<file path="src/rtl/seq_addsub_ctrl_pkg.sv">
// Shared constants and types for the digit-serial add/subtract sequencer.
package addsub_pkg;

  localparam int SLICE_W = 4;

  typedef enum logic [1:0] {
    IDLE = 2'd0,
    RUN  = 2'd1,
    DONE = 2'd2
  } seq_state_t;

endpackage

</file>
<file path="src/rtl/seq_addsub_ctrl_if.sv">
// Operand-side and result-side valid/ready bundle of the add/subtract sequencer.
interface seq_addsub_ctrl_if #(
  parameter int WIDTH = 16
);
  logic             inValid;
  logic             inReady;
  logic             sub;
  logic             cin;
  logic [WIDTH-1:0] x;
  logic [WIDTH-1:0] y;
  logic             outValid;
  logic             outReady;
  logic [WIDTH-1:0] result;
  logic             cout;
  logic             v;

  modport master (
    output inValid, sub, cin, x, y, outReady,
    input  inReady, outValid, result, cout, v
  );

  modport slave (
    input  inValid, sub, cin, x, y, outReady,
    output inReady, outValid, result, cout, v
  );
endinterface

</file>
<file path="src/rtl/seq_addsub_ctrl_cla.sv">
// 4-bit carry-lookahead adder-subtractor slice; sub inverts b and forces carry-in to 1.
module claAddSub4 (
  input  logic [3:0] a,
  input  logic [3:0] b,
  input  logic       sub,
  input  logic       cin,
  output logic [3:0] s,
  output logic       cout,
  output logic       v
);
  logic [3:0] bx;
  logic [3:0] g;
  logic [3:0] p;
  logic [4:0] c;

  always_comb begin
    bx   = b ^ {4{sub}};
    g    = a & bx;
    p    = a ^ bx;
    c[0] = sub | cin;
    c[1] = g[0] | (p[0] & c[0]);
    c[2] = g[1] | (p[1] & g[0]) | (p[1] & p[0] & c[0]);
    c[3] = g[2] | (p[2] & g[1]) | (p[2] & p[1] & g[0]) | (p[2] & p[1] & p[0] & c[0]);
    c[4] = g[3] | (p[3] & g[2]) | (p[3] & p[2] & g[1]) | (p[3] & p[2] & p[1] & g[0])
         | (p[3] & p[2] & p[1] & p[0] & c[0]);
    s    = p ^ c[3:0];
    cout = c[4];
    v    = c[4] ^ c[3];
  end
endmodule

</file>
<file path="src/rtl/seq_addsub_ctrl.sv">
// WIDTH-bit add/subtract run LSB-digit-first through one shared 4-bit CLA slice,
// with the inter-digit carry held in carry_q.
module seq_addsub_ctrl
  import addsub_pkg::*;
#(
  parameter int WIDTH = 16
) (
  input  logic             clk,
  input  logic             rstn,
  seq_addsub_ctrl_if.slave bus
);
  localparam int NSLICE = WIDTH / SLICE_W;
  localparam int KW     = (NSLICE > 1) ? $clog2(NSLICE) : 1;

  if ((WIDTH % SLICE_W) != 0 || WIDTH < SLICE_W) begin : g_bad_width
    $error("seq_addsub_ctrl: WIDTH must be a multiple of 4 and >= 4");
  end

  seq_state_t       state_q, state_d;
  logic [KW-1:0]    k_q, k_d;
  logic             carry_q, carry_d;
  logic             sub_q, sub_d;
  logic [WIDTH-1:0] x_q, x_d;
  logic [WIDTH-1:0] y_q, y_d;
  logic [WIDTH-1:0] result_q, result_d;
  logic             cout_q, cout_d;
  logic             v_q, v_d;

  logic [SLICE_W-1:0] x_digs [NSLICE];
  logic [SLICE_W-1:0] y_digs [NSLICE];
  logic [SLICE_W-1:0] x_dig, y_dig, s_dig;
  logic               s_cout, s_v;

  for (genvar gi = 0; gi < NSLICE; gi++) begin : g_digits
    assign x_digs[gi] = x_q[gi*SLICE_W +: SLICE_W];
    assign y_digs[gi] = y_q[gi*SLICE_W +: SLICE_W];
  end

  // Slice sub stays 0: its forced carry-in would break chaining, so the
  // inversion is done here and the +1 rides in through carry_q.
  claAddSub4 u_slice (
    .a    (x_dig),
    .b    (y_dig ^ {SLICE_W{sub_q}}),
    .sub  (1'b0),
    .cin  (carry_q),
    .s    (s_dig),
    .cout (s_cout),
    .v    (s_v)
  );

  always_ff @(posedge clk or negedge rstn) begin
    if (!rstn) begin
      state_q  <= IDLE;
      k_q      <= '0;
      carry_q  <= 1'b0;
      sub_q    <= 1'b0;
      x_q      <= '0;
      y_q      <= '0;
      result_q <= '0;
      cout_q   <= 1'b0;
      v_q      <= 1'b0;
    end else begin
      state_q  <= state_d;
      k_q      <= k_d;
      carry_q  <= carry_d;
      sub_q    <= sub_d;
      x_q      <= x_d;
      y_q      <= y_d;
      result_q <= result_d;
      cout_q   <= cout_d;
      v_q      <= v_d;
    end
  end

  always_comb begin
    state_d  = state_q;
    k_d      = k_q;
    carry_d  = carry_q;
    sub_d    = sub_q;
    x_d      = x_q;
    y_d      = y_q;
    result_d = result_q;
    cout_d   = cout_q;
    v_d      = v_q;
    x_dig    = '0;
    y_dig    = '0;

    for (int i = 0; i < NSLICE; i++) begin
      if (k_q == KW'(i)) begin
        x_dig = x_digs[i];
        y_dig = y_digs[i];
      end
    end

    case (state_q)
      IDLE: begin
        if (bus.inValid) begin
          x_d     = bus.x;
          y_d     = bus.y;
          sub_d   = bus.sub;
          carry_d = bus.sub | bus.cin;
          k_d     = '0;
          state_d = RUN;
        end
      end
      RUN: begin
        for (int i = 0; i < NSLICE; i++) begin
          if (k_q == KW'(i)) begin
            result_d[i*SLICE_W +: SLICE_W] = s_dig;
          end
        end
        carry_d = s_cout;
        k_d     = k_q + 1'b1;
        if (k_q == KW'(NSLICE - 1)) begin
          cout_d  = s_cout;
          v_d     = s_v;
          k_d     = '0;
          state_d = DONE;
        end
      end
      DONE: begin
        if (bus.outReady) begin
          state_d = IDLE;
        end
      end
      default: state_d = IDLE;
    endcase
  end

  assign bus.inReady  = (state_q == IDLE);
  assign bus.outValid = (state_q == DONE);
  assign bus.result   = result_q;
  assign bus.cout     = cout_q;
  assign bus.v        = v_q;
endmodule
</file>
<file path="src/flat_wrapper.sv">
// flat-port wrapper written by rule: the top's interface ports become plain ports
module seq_addsub_ctrl_flat import addsub_pkg::*;
#(
  parameter int WIDTH = 16
)
  (clk, rstn, bus_inValid, bus_sub, bus_cin, bus_x, bus_y, bus_outReady, bus_inReady, bus_outValid, bus_result, bus_cout, bus_v);
  seq_addsub_ctrl_if #(.WIDTH(WIDTH)) bus_i ();
  input  logic clk;
  input  logic rstn;
  input wire logic [$bits(bus_i.inValid)-1:0] bus_inValid;
  input wire logic [$bits(bus_i.sub)-1:0] bus_sub;
  input wire logic [$bits(bus_i.cin)-1:0] bus_cin;
  input wire logic [$bits(bus_i.x)-1:0] bus_x;
  input wire logic [$bits(bus_i.y)-1:0] bus_y;
  input wire logic [$bits(bus_i.outReady)-1:0] bus_outReady;
  output wire logic [$bits(bus_i.inReady)-1:0] bus_inReady;
  output wire logic [$bits(bus_i.outValid)-1:0] bus_outValid;
  output wire logic [$bits(bus_i.result)-1:0] bus_result;
  output wire logic [$bits(bus_i.cout)-1:0] bus_cout;
  output wire logic [$bits(bus_i.v)-1:0] bus_v;
  assign bus_i.inValid = bus_inValid;
  assign bus_i.sub = bus_sub;
  assign bus_i.cin = bus_cin;
  assign bus_i.x = bus_x;
  assign bus_i.y = bus_y;
  assign bus_i.outReady = bus_outReady;
  assign bus_inReady = bus_i.inReady;
  assign bus_outValid = bus_i.outValid;
  assign bus_result = bus_i.result;
  assign bus_cout = bus_i.cout;
  assign bus_v = bus_i.v;
  seq_addsub_ctrl #(.WIDTH(WIDTH)) u_core (.clk(clk), .rstn(rstn), .bus(bus_i));
endmodule
</file>
<file path="config.mk">
export PLATFORM = sky130hd
export DESIGN_NAME = seq_addsub_ctrl_flat
export DESIGN_NICKNAME = d
export VERILOG_FILES = /design/src/rtl/seq_addsub_ctrl_pkg.sv /design/src/rtl/seq_addsub_ctrl_if.sv /design/src/rtl/seq_addsub_ctrl_cla.sv /design/src/rtl/seq_addsub_ctrl.sv /design/src/flat_wrapper.sv
export SDC_FILE = /design/constraint.sdc
export NUM_CORES = 1
export LEC_CHECK = 0
export CORE_MARGIN = 2
export CORE_UTILIZATION = 45
export DETAILED_ROUTE_END_ITERATION = 10
export PLACE_DENSITY_LB_ADDON = 0.2
export SLEW_MARGIN = 10
export SYNTH_ARGS = -nofsm -noshare
export SYNTH_HDL_FRONTEND = slang
export SYNTH_SLANG_ARGS = --single-unit
</file>
<file path="constraint.sdc">
create_clock -name clk -period 2.4 [get_ports clk]
set_input_delay 0.48 -clock clk [delete_from_list [all_inputs] [get_ports clk]]
set_output_delay 0.48 -clock clk [all_outputs]
set_load 0.03 [all_outputs]
</file>
==> flow_summary.ini <==
[outcome]
status = finished with violations
violations = negative setup slack

[cts]
clk_pin_slew_worst_paths_ps = 100
cts_tree = built
hold_buffers = 0
htreeDepth = 2
root_buffer = clkbuf_8
clkSinkCount = 56
tritoncts.num_buffers = 5
clk-insertion-delay-late_ps = 310
clock_path_buffers = 2

[timing]
hold_viol_final = 0
fin_ws_ps = -169
whs_ps = 154
worstMarginPinSlew_ps = 567
min_period_ps = 2570
timing.setup.tns_ps = -1080
finalSetupViolCount = 18
rsz0062_at_grt = yes
period_share_pct = 107
max_freq_mhz = 389
fin_skew_ps = 6.50
slew_headroom_pct = 62.2
slew_viol_final = 0

[floorplan]
dieArea_um2 = 6520
rows = 27
core_area_um2 = 5610
top_level_ports = 58
die_h_um = 80.7
initial_core_util_pct = 47.3
die_w_um = 80.7

[critical_path]
critPathKind = register to register
cpMaxStageDelayCell = dfrtp_1
critPathRequiredTime_ps = 2590
critPathTopFamily = compound AO/OA/AOI/OAI gates
worstPathCellList = inv_2 -> ha_4 -> and2b_2 -> a22oi_2 -> a21oi_2 -> xor2_1 -> ha_1 -> a211o_1 -> a21oi_4 -> xor2_2 -> o21ai_0
regToRegStartpoint = u_core.k_q[1]
worstPathArrival_ps = 2760
cp_max_fo = 4
slowest_delay_ps = 410
critPathLaunchType = register
path_buf_inv = 1
startpoint = u_core.k_q[1]
end_kind = register

[placed_design]
gp_congestion = 0.815
dp_cells = 423
postPlaceCellArea_um2 = 3440
dp_hpwl_um = 4460
port_buffers = 57

[pwr]
p_leak_nw = 1.74
power-per-cell-area_nw_per_um2 = 1770
ir_drop_uv = 998

[synthesis]
synth_warnings = 0
synth_seq_cells = 56
synthesis.area_um2 = 2650
yosysSeqAreaShare_pct = 52.9
yosys-top-cells-count = nand2_1, dfrtp_1, o21ai_0
yosys.cell_types.count = 35
synthFlopType = dfrtp_1
syn_area_per_cell_um2 = 9.27
synth_top_cell_area_share_pct = 52.9
synthArstFlopShare_pct = 100
syn_nets = 333
synth_edf_count = 0
post-synth-top-count-cell = nand2_1
yosysTopAreaCell = dfrtp_1
syn_inst = 286
synth_area_leaders = dfrtp_1, nand2_1, ha_1

[global_route]
grt-ovfl-total = 0
antenna_found_initial = 0
grt.total_usage_pct = 19.7
grt_max_degree = 35
grt_pass1_vias = 2051
grt_pass1_wl_um = 9770

[routing]
avgRoutedWirePerCell_um = 13.5
drtIter0Drc = 102
wl_um = 5870
via_per_inst = 4.94
via_count = 2151
drtAntennaViolNets = 0
drc_errors = 0
drt_pass1_iterations = 4

[hold_path]
hold_class = input port to asynchronous set/reset pin

[job]
cap_viol_max_count = 0

[final_layout]
multiInputGateArea_um2 = 1280
final_core_util_pct = 65.4
fin_nets = 409
regArea_um2 = 1400
design_area_um2 = 3660
antenna_cells = 0
drive_above_1_share_pct = 18.7
syn_to_final_growth_pct = 38.3
final_cells = 435
fill_cells = 476
-- where the power goes --
group / switching, W / internal (W) / leakage [nW]
clock network: 0.000292 / 0.000310 / 0.0552
logic: 0.00219 / 0.00195 / 0.992
registers: 0.000327 / 0.00141 / 0.692
-- worst paths after layout --
path,end,slack (ps),depth (start not counted)
worst min register to register,u_core.bus.result[13],490,2
worst max register to register,u_core.bus.result[3],-170,11
max in group asynchronous,u_core.k_q[0],1670,2
worst max-delay path,u_core.bus.result[3],-170,11
min in group clk,u_core.bus.result[13],490,2
worst min-delay path,u_core.bus.result[4],150,1
-- stage by stage --
step | setup slack (ps) | total power (W)
floorplan | -35.6 | 0.00411
global placement | -42.3 | 0.00530
detailed placement | -154 | 0.00542
CTS | -137 | 0.00627
global route | -312 | 0.00703
finish | -169 | 0.00648
-- what timing repair did --
| action | CTS | global route |
|---|---|---|
| setup endpoints to repair | 12 | 19 |
| pin swaps | 6 | 6 |
| buffers inserted | 4 | 0 |
| resized for setup | 9 | 22 |
-- logic make-up after synthesis --
kind of cell,after synthesis,share of synthesized area (%)
and+or+nand+nor,144,22.7
DFF,56,52.9
AOI/OAI and AO/OA,49,11.6
buffers and inverters,17,3.45
adders and majority gates,9,4.53
xor gates and xnor gates,7,2.60
muxes,4,2.27
-- state kept, by name (all words and copies together) (netlist names) --
register           flops
u_core.carry_q         1
u_core.bus.cout        1
u_core.state_q         2
u_core.x_q            16
u_core.k_q             2
u_core.bus.v           1
u_core.sub_q           1
u_core.y_q            16
u_core.bus.result     16
-- layer usage --
layer | up-vias | global-route usage (%) | routed length [um]
met3 | 6 | 3.33 | 207
met1 | 1013 | 27.1 | 2710
met2 | 52 | 32.3 | 2890
met4 | 0 | 5.59 | 61
li1 | 1080 | - | -
met5 | - | 0 | 0
-- layout by cell type (no fill, tap or decap), types with 3 or more instances in the layout --
master           synthesis  layout
nand2_1                125     125
ha_1                     8       3
clkdlybuf4s50_1          0      56
o21ai_1                  0      10
o31ai_1                  5       4
xnor2_1                  3       3
nor2_1                   4       3
ha_4                     0       3
mux2_4                   4       4
dfrtp_1                 56      55
o21ai_0                 19       6
o21ai_2                  0       3
clkbuf_8                 0       5
a21oi_2                  0       3
a21oi_1                 11       8
buf_4                    3      24
nand2_4                  4       4
-- area by class of cell --
| cell class | count | area share [%] |
|---|---|---|
| sequential | 56 | 38.3 |
| multi-input combinational | 213 | 35.0 |
| timing repair buffer | 82 | 20.9 |
| tap | 72 | 2.46 |
| clock buffer | 6 | 1.98 |
| clock inverter | 2 | 0.956 |
| inverter | 4 | 0.478 |
Note: power is estimated with default switching activity, not from simulation.
